**config.mk**
```make
export PLATFORM = sky130hd
export DESIGN_NAME = cdc_toggle_arbiter
export DESIGN_NICKNAME = d
export VERILOG_FILES = /design/src/rtl/cdc_toggle_arbiter.sv
export SDC_FILE = /design/constraint.sdc
export NUM_CORES = 1
export LEC_CHECK = 0
export CAP_MARGIN = 20
export CORE_ASPECT_RATIO = 1.5
export CORE_MARGIN = 5
export CORE_UTILIZATION = 54
export CTS_CLUSTER_DIAMETER = 120
export DETAILED_ROUTE_END_ITERATION = 16
export GPL_ROUTABILITY_DRIVEN = 0
export PLACE_DENSITY = 0.79
export SLEW_MARGIN = 0
export SYNTH_ARGS = -nofsm -noshare
export SYNTH_HDL_FRONTEND = slang
export SYNTH_SLANG_ARGS = --single-unit
```
**constraint.sdc**
```tcl
create_clock -name clk_sync -period 2.1 [get_ports clk_sync]
set_clock_uncertainty 0.15 [all_clocks]
set_input_delay 0.42 -clock clk_sync [delete_from_list [all_inputs] [get_ports clk_sync]]
set_output_delay 0.42 -clock clk_sync [all_outputs]
set_load 0.01 [all_outputs]
```
**src/rtl/cdc_toggle_arbiter.sv**
```systemverilog
// cdc_toggle_arbiter: round-robin arbiter for toggle-handshake requests from synchronized source domains
module cdc_toggle_arbiter #(
    parameter int NUM_REQ        = 4,
    parameter int TIMEOUT_CYCLES = 256
) (
    input  logic               clk_sync,
    input  logic               arst_n,
    input  logic [NUM_REQ-1:0] req_tgl_i,
    input  logic               done_i,
    output logic               gnt_valid_o,
    output logic [NUM_REQ-1:0] gnt_o,
    output logic [NUM_REQ-1:0] ack_tgl_o,
    output logic               timeout_o,
    output logic [NUM_REQ-1:0] overrun_o
);
    localparam int PW = $clog2(NUM_REQ);
    localparam int CW = TIMEOUT_CYCLES > 1 ? $clog2(TIMEOUT_CYCLES) : 1;
    localparam logic [CW-1:0] CNT_LAST = CW'(TIMEOUT_CYCLES > 0 ? TIMEOUT_CYCLES - 1 : 0);
    localparam logic [PW-1:0] PTR_LAST = PW'(NUM_REQ - 1);

    typedef enum logic [1:0] {IDLE, GRANT, RELEASE} state_t;

    state_t             state, state_nx;
    logic [NUM_REQ-1:0] req_prev, pending, evt, rel_mask;
    logic [PW-1:0]      rr_ptr, sel, pick;
    logic [CW-1:0]      cnt;
    logic               do_grant, do_release, expire;

    assign evt      = req_tgl_i ^ req_prev;
    assign rel_mask = do_release ? gnt_o : '0;

    // Pick the first pending requester at or above rr_ptr, wrapping; scanning downward lets the nearest win.
    always_comb begin
        pick = '0;
        for (int i = NUM_REQ - 1; i >= 0; i--)
            if (pending[(int'(rr_ptr) + i) % NUM_REQ]) pick = PW'((int'(rr_ptr) + i) % NUM_REQ);
    end

    // Next-state logic and the grant/release strobes; a coincident done_i wins over the timeout.
    always_comb begin
        state_nx   = state;
        do_grant   = 1'b0;
        do_release = 1'b0;
        expire     = 1'b0;
        case (state)
            IDLE: begin
                do_grant = |pending;
                state_nx = do_grant ? GRANT : IDLE;
            end
            GRANT: begin
                expire     = (TIMEOUT_CYCLES > 0) && !done_i && (cnt == CNT_LAST);
                do_release = done_i || expire;
                state_nx   = do_release ? RELEASE : GRANT;
            end
            RELEASE: state_nx = IDLE;
            default: state_nx = IDLE;
        endcase
    end

    // State register.
    always_ff @(posedge clk_sync or negedge arst_n) begin
        if (!arst_n) state <= IDLE;
        else         state <= state_nx;
    end

    // Event capture, grant/ack bookkeeping and the GRANT cycle counter.
    always_ff @(posedge clk_sync or negedge arst_n) begin
        if (!arst_n) begin
            req_prev    <= '0;
            pending     <= '0;
            overrun_o   <= '0;
            timeout_o   <= 1'b0;
            gnt_valid_o <= 1'b0;
            gnt_o       <= '0;
            ack_tgl_o   <= '0;
            rr_ptr      <= '0;
            sel         <= '0;
            cnt         <= '0;
        end else begin
            req_prev  <= req_tgl_i;
            pending   <= (pending & ~rel_mask) | evt;
            overrun_o <= overrun_o | (evt & pending);
            timeout_o <= expire;
            if (do_grant) begin
                sel         <= pick;
                gnt_o       <= NUM_REQ'(1) << pick;
                gnt_valid_o <= 1'b1;
                cnt         <= '0;
            end else if (do_release) begin
                gnt_o       <= '0;
                gnt_valid_o <= 1'b0;
                ack_tgl_o   <= ack_tgl_o ^ gnt_o;
                rr_ptr      <= (sel == PTR_LAST) ? '0 : sel + 1'b1;
            end else if (state == GRANT) begin
                cnt <= cnt + 1'b1;
            end
        end
    end
endmodule

```
* Word level (Yosys, flattened, before mapping)
Index checks and enable logic that the tools add are counted.
** Cells by class
- Add/sub/neg operators :: 5
- Order comparisons :: 4
- Eq/ne operators :: 4
- Shift operators :: 1
- Muxes and demuxes :: 30
- Bitwise logic cells :: 11
- Reduce and logical (&&, ||, !) cells :: 12
** Operators with widths (count)
- $mux 8 :: 3
- $mux 1 :: 13
- $lt 3x4->1 const B :: 3
- $mux 2 :: 6
- $mux 4 :: 3
- $add 8x1->8 const B :: 1
- $and 4x4->4 :: 2
- $bmux 1 s2 :: 4
- $eq 8x8->1 const B :: 1
- $or 4x4->4 :: 2
- $xor 4x4->4 :: 2
- $reduce_or 2->1 :: 3
- $add 2x1->2 const B :: 2
- $add 2x2->2 const B :: 2
- $not 4->4 :: 1
- $pmux 2 s2 :: 1
- $reduce_and 2->1 :: 2
- $reduce_bool 2->1 :: 2
- $reduce_or 4->1 :: 1
- $shl 1x2->4 const A :: 1
- $and 1x1->1 const A :: 3
- $lt 2x3->1 const B :: 1
- $eq 2x1->1 const B :: 1
- $eq 2x2->1 const B :: 1
- 6 further kinds :: 6
** Word-level totals
- Flip-flop bits (word level) :: 36
- Bits of input ports :: 7
- Output and inout port bits :: 14
- Word-level logic and storage cells :: 78

* Depth between registers and ports, before layout
- Word-level depth :: 12
- Mapped depth :: 6
- Mapped depth without buffers :: 5

* Least setup slack after synthesis
No wires, ideal clock.
- Path type :: flip-flop to flip-flop
- Start :: register cnt[0]
- End :: register cnt[3]
- Library setup time :: 0.127 ns
- Arrival time :: 1.480 ns
- Data required time :: 1.823 ns
- Path slack :: 0.343 ns
- Cell stages (with the launch flop) :: 7
- Buffers on the path :: 1
- Period minus slack after synthesis :: 1.757 ns
- Path through :: dfrtp_1 -> ha_1 -> and3_2 -> a211o_1 -> buf_6 -> o211ai_2 -> o31ai_2
** On the way
- Cells in the longest elaborated chain, start to end :: 6
- Elaborated cells between the ends (all ways) :: 10
- Classes of those cells :: add/sub (1); eq/ne (2); mux (4); reduce/logical (3)
** Ends and longest elaborated chain
- start, declared :: RTL line 26 : logic [CW-1:0] cnt;
- start signal, assigned :: RTL line 95 : cnt <= cnt + 1'b1;
- branches (longest 6 deep; another with $add 8x1->8)
Several ways; the timed one is not identified. The select of a mux whose other input is x is not followed.
A chain may end at the register's enable or synchronous reset.

* Worst setup path in the final report
- Start :: register cnt[0]
- End :: register rr_ptr[1]
** On the way
- Cells in the longest elaborated chain, start to end :: 5
** Ends and longest elaborated chain
- $eq 8x8->1 :: RTL line 51 : expire = (TIMEOUT_CYCLES > 0) && !done_i && (cnt == CNT_LAST);
- $logic_and 1x1->1 :: RTL line 51
- $logic_or 1x1->1 :: RTL line 52 : do_release = done_i || expire;
- $mux 1 :: RTL line 45 : case (state)
- $reduce_and 2->1 (no line)
- end signal, assigned :: RTL line 93 : rr_ptr <= (sel == PTR_LAST) ? '0 : sel + 1'b1;
- end, declared :: RTL line 25 : logic [PW-1:0] rr_ptr, sel, pick;
Every way passes these cells.

==> flow_summary.ini <==
[status]
status = finished, final reports clean

[floorplanning]
die_h_um = 77.7
die_area_mm2 = 0.00429
rows = 24
die_w_um = 55.2
pin_count = 21
initial_core_util = 0.561
core-area_mm2 = 0.00294

[timing]
maxSlewHeadroom = 0.698
hold_viol_final = 0
setup_tns_ns = 0
setup_viol = 0
rsz0062_at_grt = false
fin_crit_ns = 1.90
fmax_mhz = 527
slew_viol_final = 0
worst_pin_slew_ns = 0.450
finalCritPeriodShare = 0.903

[drt]
drc = 0
drt_iter0_drc = 20
routed_wl_um = 3240
ant_nets = 0
viasPerCell = 5.59
drt_first_pass_iters = 4
wl_per_cell_um = 15.7
vias = 1152

[power]
power_frac_seq = 0.412
switchingPower_uw = 820
sw_frac_of_total = 0.341
power_frac_clock = 0.249
vdd_drop_max_mv = 0.779
p_leak_nw = 0.874
p_int_mw = 1.58
pwr-share-comb = 0.339
p_per_area_mw_per_mm2 = 1210

[synth]
yosysSeqAreaShare = 0.545
synth_nets = 149
synth_area_leaders = dfrtp_1 55%, xor2_1 4.2%, nand2_1 3.2%
syn_inst = 140
ys_ff_latch = 36
synth.top_cell.area_share = 0.545
ys.flop_type = dfrtp_1
ys_types = 42
ys_async_sr_fraction = 1.00
yosysWarningCount = 0
synth-edff-count = 0
syn_avg_cell_area_um2 = 11.8
synth_largest_area_cell = dfrtp_1
synthTopCellsByCount = 36 x dfrtp_1, 14 x nand2_1, 8 x xor2_1
syn_area_mm2 = 0.00165
synth.most_common_cell = dfrtp_1

[setup_path]
crit_buf_inv = 0
endpoint_kind = register
r2r-start = cnt[0]$_DFFE_PN0P_
cpLargestDelayFamily = flip-flops
path_class = register to register
cp.arrival_ns = 1.92
critPathSlowestCell = dfrtp_1
reg2reg_to = rr_ptr[1]$_DFFE_PN0P_
r2r_cells = 5
cpPeakStageDelay_ns = 0.41
cp-start-kind = register
crit_end = rr_ptr[1]$_DFFE_PN0P_
crit_required_ns = 2.12
cp_cell_sequence = ha_1 -> and3_2 -> a21oi_4 -> nor2_4 -> mux2_4
cp.depth = 5
crit_fanout = 9
r2r_slack_ns = 0.20
startpoint = cnt[0]$_DFFE_PN0P_

[min_path]
worstHoldPathType = register to register

[final_layout]
area_growth_pct = 20.5
layoutNonFillerInstCount = 206
drive_gt1_frac = 0.150
final_net_count = 175
n_antenna_cell = 0

[clock_tree]
path_clk_slew_ns = 0.07
postCtsSetupBuffers = 0
htree_levels = 2
cts_sinks = 36
cts_hold_buf = 0
clk_latency_ns = 0.29
cts_inserted_buffers = 5
clock_path_buffers = 2
ctsRootBufferMaster = clkbuf_8
ctsResizeCount = 0
cts_tree = done

[global_routing]
antenna_found_initial = 0
grt_overflow_total = 0
grt_pass1_wl_um = 5400
grt_pass1_vias = 1149
groute.usage.overall = 0.173
grt_max_degree = 37

[place]
portBuffers = 20
dpl.hpwl_um = 2410
dp.cells = 198

[job]
max_cap_violations = 0
-- layout by cell type (no fill, tap or decap), types with 2 or more instances in the layout --
cell type        instances
o2bb2ai_1                2
ha_1                     2
dfrtp_1                 36
nor2b_1                  2
nand3_1                  7
or2b_1                   2
o21ai_0                  5
nand2_1                 14
nor2_1                   7
clkdlybuf4s50_1         20
nand2b_1                 4
a21oi_1                  2
xor2_1                   8
nor4_1                   2
buf_4                    3
o21bai_1                 2
a21o_1                   5
a211o_1                  3
o21ai_1                  3
o211ai_2                 2
and3_1                   2
inv_1                    5
clkbuf_8                 5
-- cell type report --
type	instances	area (um^2)
Clock buffer	5	68.8
Clock inverter	3	42.5
Fill cell	241	953
Inverter	5	18.8
Multi-Input combinational cell	95	687
Sequential cell	36	901
Tap cell	39	48.8
Timing Repair Buffer	23	223
-- kinds of logic after synthesis --
kind of cell,count (synthesis),synth area share
simple gates,47,0.167
compound gates,36,0.177
fa+ha+maj,2,0.0151
xor+xnor,8,0.0424
flops,36,0.545
buf+inv,9,0.0386
mux,2,0.0151
-- routing by layer --
layer	routed length, um	track usage	vias to the layer above	share of wire
li1	-	-	552	-
met1	1310	0.193	558	0.41
met2	1690	0.282	32	0.52
met3	149	0.0536	10	0.046
met4	85	0.0925	0	0.026
met5	0	0	-	0
-- per-stage QoR --
| step | total power, mW | hold WS (ns) | worst slack (ns) | utilization | instance area [um^2] |
|---|---|---|---|---|---|
| finish | 2.40 | 0.310 | 0.203 | 0.676 | 1990 |
| detailed placement | 1.82 | 0.297 | 0.0858 | 0.638 | 1880 |
| floorplan | 1.56 | -0.0256 | 0.343 | - | 1650 |
| global route | 2.55 | 0.332 | 0.129 | 0.676 | 1990 |
| CTS | 2.43 | 0.314 | 0.207 | 0.676 | 1990 |
| global placement | 1.77 | 0.291 | 0.136 | 0.638 | 1880 |
-- how the worst min path moves through the flow --
stage	startpoint	to	slack, ns	cells after the start
after floorplan	arst_n	ack_tgl_o[0]$_DFFE_PN0P_	-0.03	0
after global placement	overrun_o[0]$_DFF_PN0_	overrun_o[0]$_DFF_PN0_	0.29	1
after detailed placement	overrun_o[3]$_DFF_PN0_	overrun_o[3]$_DFF_PN0_	0.30	1
after CTS	overrun_o[0]$_DFF_PN0_	overrun_o[0]$_DFF_PN0_	0.31	1
after global routing	overrun_o[0]$_DFF_PN0_	overrun_o[0]$_DFF_PN0_	0.33	1
final	overrun_o[0]$_DFF_PN0_	overrun_o[0]$_DFF_PN0_	0.31	1
-- power by group through the flow --
| stage | combinational [mW] | sequential [mW] | clock [mW] |
|---|---|---|---|
| after floorplan | 0.552 | 1.01 | 0 |
| after global placement | 0.781 | 0.994 | 0 |
| after detailed placement | 0.815 | 1.00 | 0 |
| after CTS | 0.820 | 0.989 | 0.619 |
| after global routing | 0.886 | 1.01 | 0.653 |
| final | 0.814 | 0.991 | 0.599 |
-- state kept, by name, indices dropped and copies added (netlist names), 2 cells and up --
name,count
sel,2
cnt,8
rr_ptr,2
overrun_o,4
pending,4
req_prev,4
state,2
gnt_o,4
ack_tgl_o,4
No activity file was read; power rests on OpenSTA's default activity.
==> RTL edit (config.mk and constraints unchanged) <==
`TIMEOUT_CYCLES`: 256 -> 512.
--- a/src/rtl/cdc_toggle_arbiter.sv
+++ b/src/rtl/cdc_toggle_arbiter.sv
@@ -1,7 +1,7 @@
 // cdc_toggle_arbiter: round-robin arbiter for toggle-handshake requests from synchronized source domains
 module cdc_toggle_arbiter #(
     parameter int NUM_REQ        = 4,
-    parameter int TIMEOUT_CYCLES = 256
+    parameter int TIMEOUT_CYCLES = 512
 ) (
     input  logic               clk_sync,
     input  logic               arst_n,
Behaviour: no difference found for any inputs over 4 cycles, from zero or initial values and one cycle with arst_n low; that may be too few to reach the edited logic, so the function may still have changed.
==> RTL edit against the unedited design <==
  * The flow now finishes with violations (setup timing)
  * Global-route usage grew 3.1 points
  * Synthesized area shrank 7.3%
  * Sequential cell count grew 1
  * Design area grew 3.0%
  * First-iteration DRC count grew 30%
  * Power shrank 3.8%
  * Setup slack lost 330 ps
  * Routed wire length grew 6.8%
==> RTL edit: results <==
[finish]
fill_cells = 193
antenna_cells = 0
regMostFlops = cnt
fin_cells = 212
largest_reg_flops = 9
final_nets = 184
drive_gt1_frac = 0.229

[clock_tree]
clk_latency_ps = 290
clk_pin_slew_ps = 70
clock-root-buffer = clkbuf_8
clock_path_buffers = 2
htreeDepth = 2

[synth]
synth_nets = 140
synthTopCellsByCount = 37 x dfrtp_1, 13 x nand2_1, 8 x a21o_1
synth.distinct_cells = 32
synth.area.top_cells = dfrtp_1 61%, a21o_1 3.9%, xnor2_1 3.4%, nand2_1 3.2%, xor2_1 2.9%
synthCells = 130
yosysSeqAreaShare = 0.605
ys_async_sr_fraction = 1.00

[power_and_ir_drop]
ir_drop_uv = 941
power.leakage_uw = 0.000897

[sta]
setup_viol = 2
whs_ps = 311
setup_slack_ps = -127
slew_headroom = 0.643

[grt]
grt_pass1_wl_mm = 5.82
use_met2 = 0.340
grt_pass1_vias = 1274
grt_use_met1 = 0.227
use_met3 = 0.0614
grt_max_degree = 38
grt_antenna_before_repair = 0
grt_use_total = 0.204

[placed_design]
portBuffers = 20
hpwlAfterDp_mm = 2.37
place_worst_setup_slack_ps = -117
placed_cell_area_um2 = 1860
dp.cells = 197

[outcome]
violations = setup timing
outcome = complete, but fails checks

[worst_setup_path]
cp_data_arrival_time_ps = 2290
slowest_delay_ps = 530
slowest_stage = or4b_4
cp_max_fo = 4
cp_top_family = simple AND/OR/NAND/NOR gates

[detailed_routing]
remaining_drc_errors = 0
viasPerCell = 5.56
antenna_left = 0
dr.first_iter.drc_count = 26
wire_per_inst_um = 16.3
drt-pass1-iter-count = 4

[hold_path]
hold_class = reg2reg
==> RTL edit: cell types whose count changed after synthesis, sizes merged, moves of 3 or more <==
| cell | unedited run | this run |
|---|---|---|
| xnor2 | 0 | 6 |
| nand4 | 0 | 3 |
| nand2b | 4 | 0 |
| xor2 | 8 | 5 |
| buf | 4 | 0 |
| a211o | 3 | 0 |
==> RTL edit: layout make-up <==
cell class,instances,area [µm²],share of cell area
Clock buffer,6,72.6,0.0354
Clock inverter,2,10.0,0.00488
Inverter,3,11.3,0.00549
Multi-Input combinational cell,89,644,0.314
Sequential cell,37,926,0.452
Tap cell,37,46.3,0.0226
Timing Repair Buffer,38,339,0.165
==> RTL edit: path summary, 6_finish.rpt <==
check,cells past startpoint,start,endpoint
worst max-delay path,7,cnt[1],cnt[3]
max in group asynchronous,2,arst_n,ack_tgl_o[3]
worst min register to register,1,overrun_o[1],overrun_o[1]
worst min-delay path,1,overrun_o[1],overrun_o[1]
worst max register to register,7,cnt[1],cnt[3]
min in group asynchronous,2,arst_n,ack_tgl_o[0]
==> RTL edit: repair_timing <==
action                     in CTS  in global routing
setup endpoints to repair       3                 19
pin swaps                       7                  5
gates resized for setup         3                 11
setup buffers                   3                  4
==> RTL edit: worst register-to-register path: cells and delay by family, from the launching register on <==
kind	cells	cell delay, ps
AND/OR/NAND/NOR	4	1070
AO/OA/AOI/OAI	1	170
flip-flops	1	390
adder cells (fa/ha/maj)	2	390
==> RTL edit: through the flow <==
stage	setup TNS (ps)	util
global route	-472	0.758
finish	-214	0.758
floorplan	0	-
detailed placement	-241	0.688
CTS	-93.1	0.731
global placement	-56.1	0.688
==> RTL edit: cell families (layout without fill, tap and decap cells) <==
| kind of cell | Yosys count | after routing | share of synthesized area |
|---|---|---|---|
| DFF | 37 | 37 | 0.605 |
| buffers and inverters | 4 | 49 | 0.00981 |
| AOI/OAI and AO/OA | 29 | 29 | 0.133 |
| adders and majority gates | 3 | 3 | 0.0245 |
| xor gates and xnor gates | 11 | 11 | 0.0630 |
| and+or+nand+nor | 45 | 45 | 0.157 |
| muxes | 1 | 1 | 0.00736 |
==> RTL edit: per-layer routing <==
layer  wire, µm  part of all wire  vias up
li1           -                 -      554
met1       1340              0.39      594
met2       1940              0.56       25
met3        127             0.037        6
met4         53             0.015        0
met5          0                 0        -
==> RTL edit: where the power goes <==
group          internal, µW  total, µW  switching, µW  leakage [µW]
logic                   430        834            404      0.000410
clock network           230        469            240     0.0000450
registers               871       1010            138      0.000442
